### config.mk
export PLATFORM = sky130hd
export DESIGN_NAME = falling_edge_generator
export DESIGN_NICKNAME = d
export VERILOG_FILES = /design/src/rtl/falling_edge_generator.sv
export SDC_FILE = /design/constraint.sdc
export NUM_CORES = 1
export LEC_CHECK = 0
export ABC_AREA = 1
export CAP_MARGIN = 20
export CORE_MARGIN = 3
export CORE_UTILIZATION = 59
export CTS_CLUSTER_DIAMETER = 40
export DETAILED_ROUTE_END_ITERATION = 16
export GPL_ROUTABILITY_DRIVEN = 0
export PLACE_DENSITY = 0.78
export SLEW_MARGIN = 20
export SYNTH_ARGS = -nofsm -noshare
export SYNTH_HDL_FRONTEND = slang
export SYNTH_SLANG_ARGS = --single-unit
### constraint.sdc
create_clock -name clk -period 2.5 [get_ports clk]
set_clock_uncertainty 0.1 [all_clocks]
set_input_delay 0.5 -clock clk [delete_from_list [all_inputs] [get_ports clk]]
set_output_delay 0.5 -clock clk [all_outputs]
set_load 0.03 [all_outputs]
### src/rtl/falling_edge_generator.sv
// N-channel active-low pulse generator with guaranteed low and recovery times.
// Each channel accepts one request in flight plus one pending; further requests are flagged on dropped.
module falling_edge_generator #(
  parameter int N           = 7,
  parameter int LOW_CYCLES  = 4,
  parameter int HIGH_CYCLES = 2
) (
  input  logic         clk,
  input  logic         reset,
  input  logic [N-1:0] trigger,
  output logic [N-1:0] pulse_n,
  output logic [N-1:0] busy,
  output logic [N-1:0] dropped
);

  localparam int MAX_CYCLES = (LOW_CYCLES > HIGH_CYCLES) ? LOW_CYCLES : HIGH_CYCLES;
  localparam int CW         = $clog2(MAX_CYCLES + 1);

  localparam logic [CW-1:0] LOW_LOAD  = CW'(LOW_CYCLES - 1);
  localparam logic [CW-1:0] HIGH_LOAD = CW'(HIGH_CYCLES - 1);

  typedef enum logic [1:0] {
    IDLE   = 2'd0,
    ACTIVE = 2'd1,
    GAP    = 2'd2
  } state_t;

  if (LOW_CYCLES < 1 || HIGH_CYCLES < 1) begin : g_param_check
    $error("falling_edge_generator: LOW_CYCLES and HIGH_CYCLES must both be >= 1");
  end

  for (genvar i = 0; i < N; i++) begin : g_ch
    state_t        state;
    logic [CW-1:0] cnt;
    logic          pending;
    logic          pulse_q;
    logic          busy_q;
    logic          dropped_q;

    always_ff @(posedge clk or posedge reset) begin
      if (reset) begin
        state     <= IDLE;
        cnt       <= '0;
        pending   <= 1'b0;
        pulse_q   <= 1'b1;
        busy_q    <= 1'b0;
        dropped_q <= 1'b0;
      end else begin
        dropped_q <= 1'b0;
        unique case (state)
          IDLE: begin
            if (trigger[i]) begin
              state   <= ACTIVE;
              cnt     <= LOW_LOAD;
              pulse_q <= 1'b0;
              busy_q  <= 1'b1;
            end
          end

          ACTIVE: begin
            if (cnt != '0) begin
              cnt <= cnt - CW'(1);
            end else begin
              state   <= GAP;
              cnt     <= HIGH_LOAD;
              pulse_q <= 1'b1;
            end
            if (trigger[i]) begin
              if (pending) dropped_q <= 1'b1;
              else         pending   <= 1'b1;
            end
          end

          GAP: begin
            if (cnt != '0) begin
              cnt <= cnt - CW'(1);
              if (trigger[i]) begin
                if (pending) dropped_q <= 1'b1;
                else         pending   <= 1'b1;
              end
            end else if (pending || trigger[i]) begin
              // On the last gap cycle a fresh trigger replaces the consumed pending request.
              state   <= ACTIVE;
              cnt     <= LOW_LOAD;
              pulse_q <= 1'b0;
              pending <= pending & trigger[i];
            end else begin
              state  <= IDLE;
              busy_q <= 1'b0;
            end
          end

          default: begin
            state   <= IDLE;
            cnt     <= '0;
            pending <= 1'b0;
            pulse_q <= 1'b1;
            busy_q  <= 1'b0;
          end
        endcase
      end
    end

    assign pulse_n[i] = pulse_q;
    assign busy[i]    = busy_q;
    assign dropped[i] = dropped_q;
  end

endmodule

# Word-level counts from Yosys, hierarchy flattened
# Cells that the tools add are included.
[totals] register_bits=63 elab_cells=371 in_bits=9 out_inout_bits=21
[op_classes] reduce_logical=56 eq_ne=56 addsub=7 mux=189 n_bitwise=21
[op_table] operator="$mux 1" count=98
[op_table] operator="$mux 3" count=28
[op_table] operator="$ne 2x2->1 const B" count=35
[op_table] operator="$pmux 1 s3" count=21
[op_table] operator="$pmux 3 s3" count=7
[op_table] operator="$reduce_and 4->1" count=14
[op_table] operator="$mux 2" count=21
[op_table] operator="$pmux 2 s3" count=7
[op_table] operator="$reduce_and 2->1" count=14
[op_table] operator="$ne 3x3->1 const B" count=7
[op_table] operator="$reduce_and 3->1" count=7
[op_table] operator="$reduce_bool 3->1" count=7
[op_table] operator="$sub 3x1->3 const B" count=7
[op_table] operator="$eq 2x1->1 const B" count=7
[op_table] operator="$eq 2x2->1 const B" count=7
[op_table] operator="$logic_not 2->1" count=7
[op_table] operator="$not 1->1" count=14
[op_table] operator="$pmux 1 s2" count=7
[op_table] operator="$and 1x1->1" count=7
[op_table] operator="$logic_or 1x1->1" count=7

# Depth between registers and ports, before layout
# Gate-level depths: netlist of the first run.
[logic_depth] word_depth=4 depth_mapped=10 ltp_nobuf=10

# Worst setup path before layout of the first run
# No wires, ideal clock.
[synth_path] kind="register to register" startpoint="reg g_ch[2].state[0]" endpoint="reg g_ch[2].pulse_q" arrival_time_ps=1211 setup_ps=76 n_path_buf=0 required_time_ps=2324 setup_slack_ps=1113 path_stages_with_launch=9 cell_sequence="dfrtp_1 inv_1 ha_1 nor2_4 inv_2 a21oi_4 o21ai_2 nand2_1 nand2_1"
[synth_between] elab_chain_len=3
[synth_lines] element="from (decl)" line="33" text="state_t state;"
[synth_lines] element="from (signal assigned)" line="42" text="state <= IDLE;"
[synth_lines] element="from (signal assigned)" line="53" text="state <= ACTIVE;"
[synth_lines] element="from (signal assigned)" line="64" text="state <= GAP;"
[synth_lines] element="$eq 2x2->1 (tied with other cells)" line="50" text="unique case (state)"
[synth_lines] element="$ne 2x2->1 (no line)"
[synth_lines] element="$reduce_and 4->1 (no line)"
[synth_lines] element="to (signal assigned)" line="45" text="pulse_q <= 1'b1;"
[synth_lines] element="to (signal assigned)" line="55" text="pulse_q <= 1'b0;"
[synth_lines] element="to (signal assigned)" line="66" text="pulse_q <= 1'b1;"
[synth_lines] element="to (decl)" line="36" text="logic pulse_q;"
# Several ways; a longest one is shown, not always the timed one.
# A chain may end at the register's enable or synchronous reset.

# Final worst setup path of the first run
[layout_path] startpoint="reg g_ch[3].pulse_q" endpoint="out pulse_n[3]"
[layout_rtl] element="from (decl)" line="36"
[layout_rtl] element="from (signal assigned)" line="45"
[layout_rtl] element="from (signal assigned)" line="55"
[layout_rtl] element="from (signal assigned)" line="66"
[layout_rtl] element="to (decl)" line="11" text="output logic [N-1:0] pulse_n,"
# No word-level cell between the ends.

==> results of run 1 <==
[report_power, final]
part	switching [W]	total (W)	internal, W
clock	0.000372	0.00106	0.000691
combinational	0.00232	0.00365	0.00133
sequential	0.000342	0.00181	0.00147
total	0.00303	0.00653	0.00350
[routing by layer]
metal | part of all wire, % | track usage (%)
met1 | 46 | 26.6
met2 | 48 | 35.4
met3 | 4.4 | 6.18
met4 | 1.3 | 7.31
met5 | 0 | 0
[registers in the layout, summed over array words and instances, names as in the netlist]
name	count
g_ch.busy_q	7
g_ch.cnt	21
g_ch.dropped_q	7
g_ch.pending	7
g_ch.pulse_q	7
g_ch.state	14
[placed cells by master (no fill, tap or decap), types with 2 or more instances in the layout]
cell type / Yosys / layout
o21ai_1: 27 / 27
inv_1: 75 / 74
ha_1: 28 / 28
o21ai_2: 3 / 3
nand2_1: 145 / 145
a21oi_1: 15 / 15
nor2_2: 9 / 9
nand2_4: 3 / 3
nor3b_1: 2 / 2
nor3_1: 6 / 6
nand3b_1: 3 / 3
clkbuf_8: 0 / 10
nand4_1: 12 / 12
inv_2: 15 / 16
clkdlybuf4s50_1: 0 / 29
nand2_2: 13 / 13
dfstp_2: 7 / 7
nor2_1: 33 / 33
bufinv_16: 0 / 3
dfrtp_1: 56 / 56
nor2_4: 10 / 10
clkbuf_1: 0 / 3
o21ai_0: 19 / 19
nand3_1: 29 / 29
[through the flow]
| stage | instance area (sq um) | worst slack [ns] | hold WS (ns) | cells |
|---|---|---|---|---|
| 2_1_floorplan | 4090 | 0.342 | 0.335 | 539 |
| 3_3_place_gp | 4340 | 0.675 | 0.351 | 625 |
| 3_5_place_dp | 4340 | 0.630 | 0.355 | 625 |
| 4_1_cts | 4580 | 0.341 | 0.260 | 641 |
| 5_1_grt | 4580 | 0.311 | 0.261 | 641 |
| 6_report | 4580 | 0.368 | 0.270 | 641 |
[kinds of logic (layout without fill, tap and decap cells)]
kind of cell / count (synthesis) / after routing / synth area share (%)
AND/OR/NAND/NOR: 266 / 266 / 30.6
buffers and inverters: 111 / 136 / 12.1
AO/OA/AOI/OAI: 70 / 70 / 9.79
flip-flops: 63 / 63 / 38.8
adder cells (fa/ha/maj): 28 / 28 / 8.57
XOR/XNOR: 1 / 1 / 0.214
[worst paths after layout]
kind,startpoint,to,depth (start not counted)
worst max-delay path,g_ch[3].pulse_q$_DFFE_PP1P_,pulse_n[3],1
worst min-delay path,reset,g_ch[3].cnt[0]$_DFFE_PP0P_,2
worst max register to register,g_ch[2].state[0]$_DFFE_PP0P_,g_ch[2].state[0]$_DFFE_PP0P_,7
worst min register to register,g_ch[2].pulse_q$_DFFE_PP1P_,g_ch[2].pulse_q$_DFFE_PP1P_,2
max in group asynchronous,reset,g_ch[0].pulse_q$_DFFE_PP1P_,3
min in group clk,g_ch[2].pulse_q$_DFFE_PP1P_,g_ch[2].pulse_q$_DFFE_PP1P_,2
[area by class of cell]
cell class / instances / area [sq um]
Clock inverter: 3 / 90.1
Tap cell: 77 / 96.3
Timing Repair Buffer: 30 / 310
Clock buffer: 13 / 149
Sequential cell: 63 / 1590
Inverter: 90 / 338
Multi-Input combinational cell: 365 / 2010
Fill cell: 486 / 1950
==> impl_summary.log, run 1 <==
[metrics] biggest cell delay along the critical path: 0.66 ns
[metrics] count of buffers inserted at the top-level ports: 29
[metrics] number of flops mapped to enable cells by yosys: 0
[metrics] worst slew margin relative to its limit: between 70% and 80%
[metrics] Overflow after GRT: 0
[metrics] ordered cell list for the critical path: clkdlybuf4s50_1
[metrics] final setup violating endpoints: 0
[metrics] sinks on the clock net: between 60 and 70
[metrics] worst min-delay path category: in2async
[metrics] top cell type's share of synthesized area: between 30% and 40%
[metrics] worst-case register-to-register setup slack: between 0.9 and 1 ns
[metrics] core outline area: between 6000 and 7000 sq um
[metrics] worst-path cell with the longest stage delay: clkdlybuf4s50_1
[metrics] DRC violations left: 0
[metrics] Antenna Diode Count: 0
[metrics] maximum number of buffers from clock root to sink: 2
[metrics] routed vias/inst: roughly 5.2
[metrics] data required time of the worst path: approximately 1.9 ns
[metrics] critical path endpoint category: output port
[metrics] number of antenna violations at the first check in global routing: 0
[metrics] largest net degree at the start of global routing: 60
[metrics] post-CTS sizing: 0
[metrics] final routed wirelength across all metal layers: between 7000 and 8000 um
[metrics] largest driver fanout on the critical path: 2
[metrics] count of endpoints failing hold in the final timing report: 0
[metrics] leading post-synthesis cells by cell area: dfrtp_1 34%, nand2_1 13%, ha_1 8.6%, inv_1 6.9%, dfstp_2 4.5%
[metrics] share of the clock period used by the worst path after layout: 85.3%
[metrics] outcome: finished clean
[metrics] number of buffer and inverter stages on the critical path: 1
[metrics] post-synthesis average cell area: 7.59 sq um
[metrics] count of different cell masters after synthesis: 29
[metrics] post-route core utilization: 70.1%
[metrics] maximum level of the CTS H-tree: 3
[metrics] Rows: 29
[metrics] number of instances in the synthesized netlist: roughly 540
[metrics] Pre-Repair DR Iteration Count: 4
[metrics] global-route usage over all layers: between 20% and 30%
[metrics] number of DRC markers in iteration 0: roughly 160
[metrics] sort of element at the start of the critical path: flip-flop
[metrics] area of the mapped netlist: a little over 4000 sq um
[metrics] total setup buffers inserted after CTS: 0
[metrics] leakage power summed over all cells: 2.40 nW
[metrics] most frequent cells after synthesis: 145 x nand2_1, 75 x inv_1, 56 x dfrtp_1
[metrics] Achievable Freq: roughly 470 MHz
[metrics] cell with the most instances after synthesis: nand2_1
[metrics] unrepaired setup endpoints after global routing: no
[metrics] post-synthesis register bit count: 63
[metrics] Post-DP HPWL: around 5800 um
[metrics] post-detailed-route wirelength per cell: ~12 um
[metrics] total negative slack: 0 ns
[metrics] Die Width: approximately 89 um
[metrics] total clock buffers created by CTS: 9
[metrics] CTS tree: done
[metrics] family of cells with the greatest summed delay on the critical path: buffers and inverters
[metrics] global-route wire length before repair: roughly 14000 um
[metrics] via count of the first global-routing pass: about 3200
[metrics] Maximum Capacitance Violations: 0
[metrics] proportion of layout cells with a drive suffix above 1: between 10% and 20%
[metrics] proportion of synthesized chip area in sequential cells: 38.8%
[metrics] yosys synthesis warning count: 0
[metrics] Die ar.: roughly 8000 sq um
[metrics] minimum clock period after layout: roughly 2.1 ns
[metrics] leading register cell type out of synthesis: dfrtp_1
[metrics] post-detailed-route count of antenna-violating nets: 0
[metrics] cell area power density: between 1000 and 1500 nW/um^2
[metrics] proportion of synthesized flip-flops having asynchronous set or reset: 100%
[metrics] Power Total: around 0.0065 W
[metrics] category of the most critical setup path: reg2out
[metrics] vertical extent of the die: roughly 89 um
[metrics] fin nets: approximately 600
[metrics] actual slew at the worst max-slew pin: ~0.36 ns
[metrics] I/O pins: 30
[metrics] source-to-sink clock delay at the later pin of the worst-skew pair: approximately 0.34 ns
[metrics] net count after synthesis: between 500 and 600
[metrics] total number of vias: between 3000 and 4000
[metrics] Root Buffer Master: clkbuf_8
[metrics] peak supply drop: between 900 and 1000 uV
[metrics] final slew viol count: 0
[metrics] Synth-to-Final Area Change: 11.9%
[metrics] Arrival @ worst endpoint: 1.53 ns
[metrics] leading area contributor after synthesis: dfrtp_1
[metrics] clock transition at the registers of the reported paths: 0.07 ns
[metrics] number of hold-repair buffers added at the cts stage: 0
[metrics] initial standard-cell utilization of the core: between 60% and 70%
(Power assumes the default switching activity.)
==> run 2: changes to the inputs <==
--- a/config.mk
+++ b/config.mk
@@ -9,7 +9,6 @@
 export CAP_MARGIN = 20
 export CORE_MARGIN = 3
 export CORE_UTILIZATION = 59
-export CTS_CLUSTER_DIAMETER = 40
 export DETAILED_ROUTE_END_ITERATION = 16
 export GPL_ROUTABILITY_DRIVEN = 0
 export PLACE_DENSITY = 0.78
==> constraint.sdc (replaced) <==
create_clock -name clk -period 2.1 [get_ports clk]
set_clock_uncertainty 0.1 [all_clocks]
set_input_delay 0.42 -clock clk [delete_from_list [all_inputs] [get_ports clk]]
set_output_delay 0.42 -clock clk [all_outputs]
set_load 0.03 [all_outputs]
==> run 2 against run 1 <==
Compared with the run above:
- design area is 1.1% lower
- sequential share of layout area is 0.37 points higher
- critical endpoint is now pulse_n[5]
- sequential power is 19% higher
- global-route usage is 0.18 points lower
- non-clock buffer count is 1 higher
- flip-flop and latch count stayed put
- total power is 15% higher
- via count is 0.12% higher
- wire length is 1.5% higher
- cell count is 0.16% higher
==> impl_summary.log, run 2 (synthesized netlist as in run 1, its figures left out) <==
[metrics] Achievable Freq: approximately 490 MHz
[metrics] post-CTS sizing: 0 (unchanged)
[metrics] number of antenna violations at the first check in global routing: 0 (unchanged)
[metrics] commonest non-fill, non-tap cells in the layout: 145 x nand2_1, 74 x inv_1, 56 x dfrtp_1, 33 x nor2_1, 29 x nand3_1
[metrics] Rows: 29 (unchanged)
[metrics] final routed wirelength across all metal layers: 7620 um (+1.5%)
[metrics] family of cells with the greatest summed delay on the critical path: buffers and inverters
[metrics] Hold Worst Slack: 0.350 ns (+0.0802 ns)
[metrics] worst-path cell with the longest stage delay: clkdlybuf4s50_1
[metrics] initial standard-cell utilization of the core: 62.6% (unchanged)
[metrics] unrepaired setup endpoints after global routing: no
[metrics] peak supply drop: 903 uV (-0.19%)
[metrics] startpoint of the worst-slack reg-to-reg timing path: g_ch[6].state[0]$_DFFE_PP0P_
[metrics] fin nets: 597 (+0.17%)
[metrics] vertical extent of the die: 89.3 um (unchanged)
[metrics] Die ar.: 7970 sq um (unchanged)
[metrics] total number of vias: 3350 (+0.12%)
[metrics] largest net degree at the start of global routing: 44 (-27%)
[metrics] Die Width: 89.3 um (unchanged)
[metrics] sinks on the clock net: 63 (unchanged)
[metrics] actual slew at the worst max-slew pin: 0.347 ns (-0.0172 ns)
[metrics] global-route usage over all layers: 21.1% (-0.18 points)
[metrics] Arrival @ worst endpoint: 1.53 ns (about the same)
[metrics] proportion of layout cells with a drive suffix above 1: 14.7% (+0.51 points)
[metrics] worst-case register-to-register setup slack: 0.49 ns (-0.44 ns)
[metrics] global-route wire length before repair: 13500 um (-0.46%)
[metrics] total negative slack: 0 ns (unchanged)
[metrics] total clock buffers created by CTS: 9 (unchanged)
[metrics] number of hold-repair buffers added at the cts stage: 0 (unchanged)
[metrics] leading cell type in the layout, fill and taps excluded: nand2_1
[metrics] Root Buffer Master: clkbuf_8
[metrics] Post-DP HPWL: 5810 um (+0.98%)
[metrics] number of buffer and inverter stages on the critical path: 1 (unchanged)
[metrics] via count of the first global-routing pass: 3217 (-0.25%)
[metrics] Maximum Capacitance Violations: 0 (unchanged)
[metrics] post-detailed-route wirelength per cell: 11.9 um (+1.3%)
[metrics] biggest cell delay along the critical path: 0.66 ns (about the same)
[metrics] data required time of the worst path: 1.58 ns (-0.32 ns)
[metrics] I/O pins: 30 (unchanged)
[metrics] number of flip-flops in the largest register: 21 (unchanged)
[metrics] final slew viol count: 0 (unchanged)
[metrics] leakage power summed over all cells: 2.41 nW (+0.45%)
[metrics] minimum clock period after layout: 2.05 ns
[metrics] ordered cell list for the critical path: clkdlybuf4s50_1
[metrics] routed vias/inst: 5.22 (about the same)
[metrics] count of buffers inserted at the top-level ports: 29 (unchanged)
[metrics] registers with the highest flip-flop counts: g_ch.cnt: 21 flops, g_ch.state: 14 flops
[metrics] number of DRC markers in iteration 0: 137 (-12%)
[metrics] maximum number of buffers from clock root to sink: 2 (unchanged)
[metrics] count of endpoints failing hold in the final timing report: 0 (unchanged)
[metrics] core outline area: 6530 sq um (unchanged)
[metrics] sort of element at the start of the critical path: flip-flop
[metrics] Synth-to-Final Area Change: 10.7%
[metrics] Top reg by flops: g_ch.cnt
[metrics] launching element of the worst setup path: g_ch[5].pulse_q$_DFFE_PP1P_
[metrics] maximum level of the CTS H-tree: 3 (unchanged)
[metrics] category of the most critical setup path: reg2out
[metrics] outcome: finished clean
[metrics] DRC violations left: 0 (unchanged)
[metrics] critical path endpoint category: output port
[metrics] total setup buffers inserted after CTS: 0 (unchanged)
[metrics] CTS tree: done
[metrics] Pre-Repair DR Iteration Count: 4 (unchanged)
[metrics] source-to-sink clock delay at the later pin of the worst-skew pair: 0.34 ns (about the same)
[metrics] Overflow after GRT: 0 (unchanged)
[metrics] share of the clock period used by the worst path after layout: a little under 100%
[metrics] final setup violating endpoints: 0 (unchanged)
[metrics] Antenna Diode Count: 0 (unchanged)
[metrics] post-detailed-route count of antenna-violating nets: 0 (unchanged)
[metrics] Worst Reg2Reg Path Length in Cells: 9 (+2)
[metrics] clock transition at the registers of the reported paths: 0.07 ns (about the same)
[metrics] cell area power density: 1650 nW/um^2 (+16%)
[metrics] number of cells on the critical path: 1 (unchanged)
[metrics] largest driver fanout on the critical path: 2 (unchanged)
[metrics] worst min-delay path category: in2async
[metrics] worst slew margin relative to its limit: 76.6% (+1.2 points)
[run 2: cell count changes in the layout (fill, tap and decap cells not counted)]
| cell | change |
|---|---|
| clkbuf_1 | -2 |
| dlymetal6s2s_1 | +3 |
| clkbuf_8 | +1 |
| bufinv_16 | -3 |
| buf_4 | +1 |
| clkdlybuf4s50_1 | -3 |
| clkinv_2 | +4 |
[run 2: final timing paths]
path                                                      to
worst max-delay path                              pulse_n[5]
worst min-delay path             g_ch[3].dropped_q$_DFF_PP0_
worst max register to register  g_ch[6].state[0]$_DFFE_PP0P_
worst min register to register   g_ch[2].pulse_q$_DFFE_PP1P_
max in group asynchronous        g_ch[0].pulse_q$_DFFE_PP1P_
min in group clk                 g_ch[2].pulse_q$_DFFE_PP1P_
[run 2: per-layer routing]
layer  track usage [%]  vias to the layer above  routed length [um]
li1                  -                     1729                   -
met1              28.4                     1529                3610
met2              33.2                       78                3600
met3              4.52                       14                 291
met4              8.80                        0                 120
met5                 0                        -                   0
[run 2: cell type report]
type	count	area, sq um
clock buffers	12	155
clock inverters	4	20.0
fillers	508	2000
inverters	90	338
multi-input cells	365	2010
flip-flops and latches	63	1590
well taps	77	96.3
repair buffers	31	325
[run 2: stage by stage]
stage	cell area, sq um	util (%)	worst slack, ns	std cells	power, W
after floorplan	4090	-	0.0218	539	0.00566
after global placement	4350	66.6	0.354	626	0.00637
after detailed placement	4350	66.6	0.325	626	0.00652
after CTS	4520	69.2	0.0222	642	0.00750
after global routing	4530	69.3	0.00482	642	0.00824
final	4530	69.3	0.0484	642	0.00749
[run 2: worst reg2reg max path: cells and delay by family, from the launching register on]
family / cells / cell delay (ns)
compound gates: 1 / 0.08
fa+ha+maj: 1 / 0.27
buf+inv: 3 / 0.29
flops: 1 / 0.39
simple gates: 4 / 0.40
[run 2: power breakdown]
group	leakage [nW]	total (W)	switching [W]	internal [W]
logic	1.52	0.00437	0.00279	0.00159
clock network	0.0959	0.000955	0.000470	0.000485
registers	0.795	0.00216	0.000409	0.00175
==> run 3: changes to the inputs <==
--- a/config.mk
+++ b/config.mk
@@ -12,7 +12,7 @@
 export DETAILED_ROUTE_END_ITERATION = 16
 export GPL_ROUTABILITY_DRIVEN = 0
 export PLACE_DENSITY = 0.78
-export SLEW_MARGIN = 20
+export SLEW_MARGIN = 40
 export SYNTH_ARGS = -nofsm -noshare
 export SYNTH_HDL_FRONTEND = slang
 export SYNTH_SLANG_ARGS = --single-unit
==> results of run 3 <==
Same layout as run 2: the final DEF is identical, and so are final timing and power.
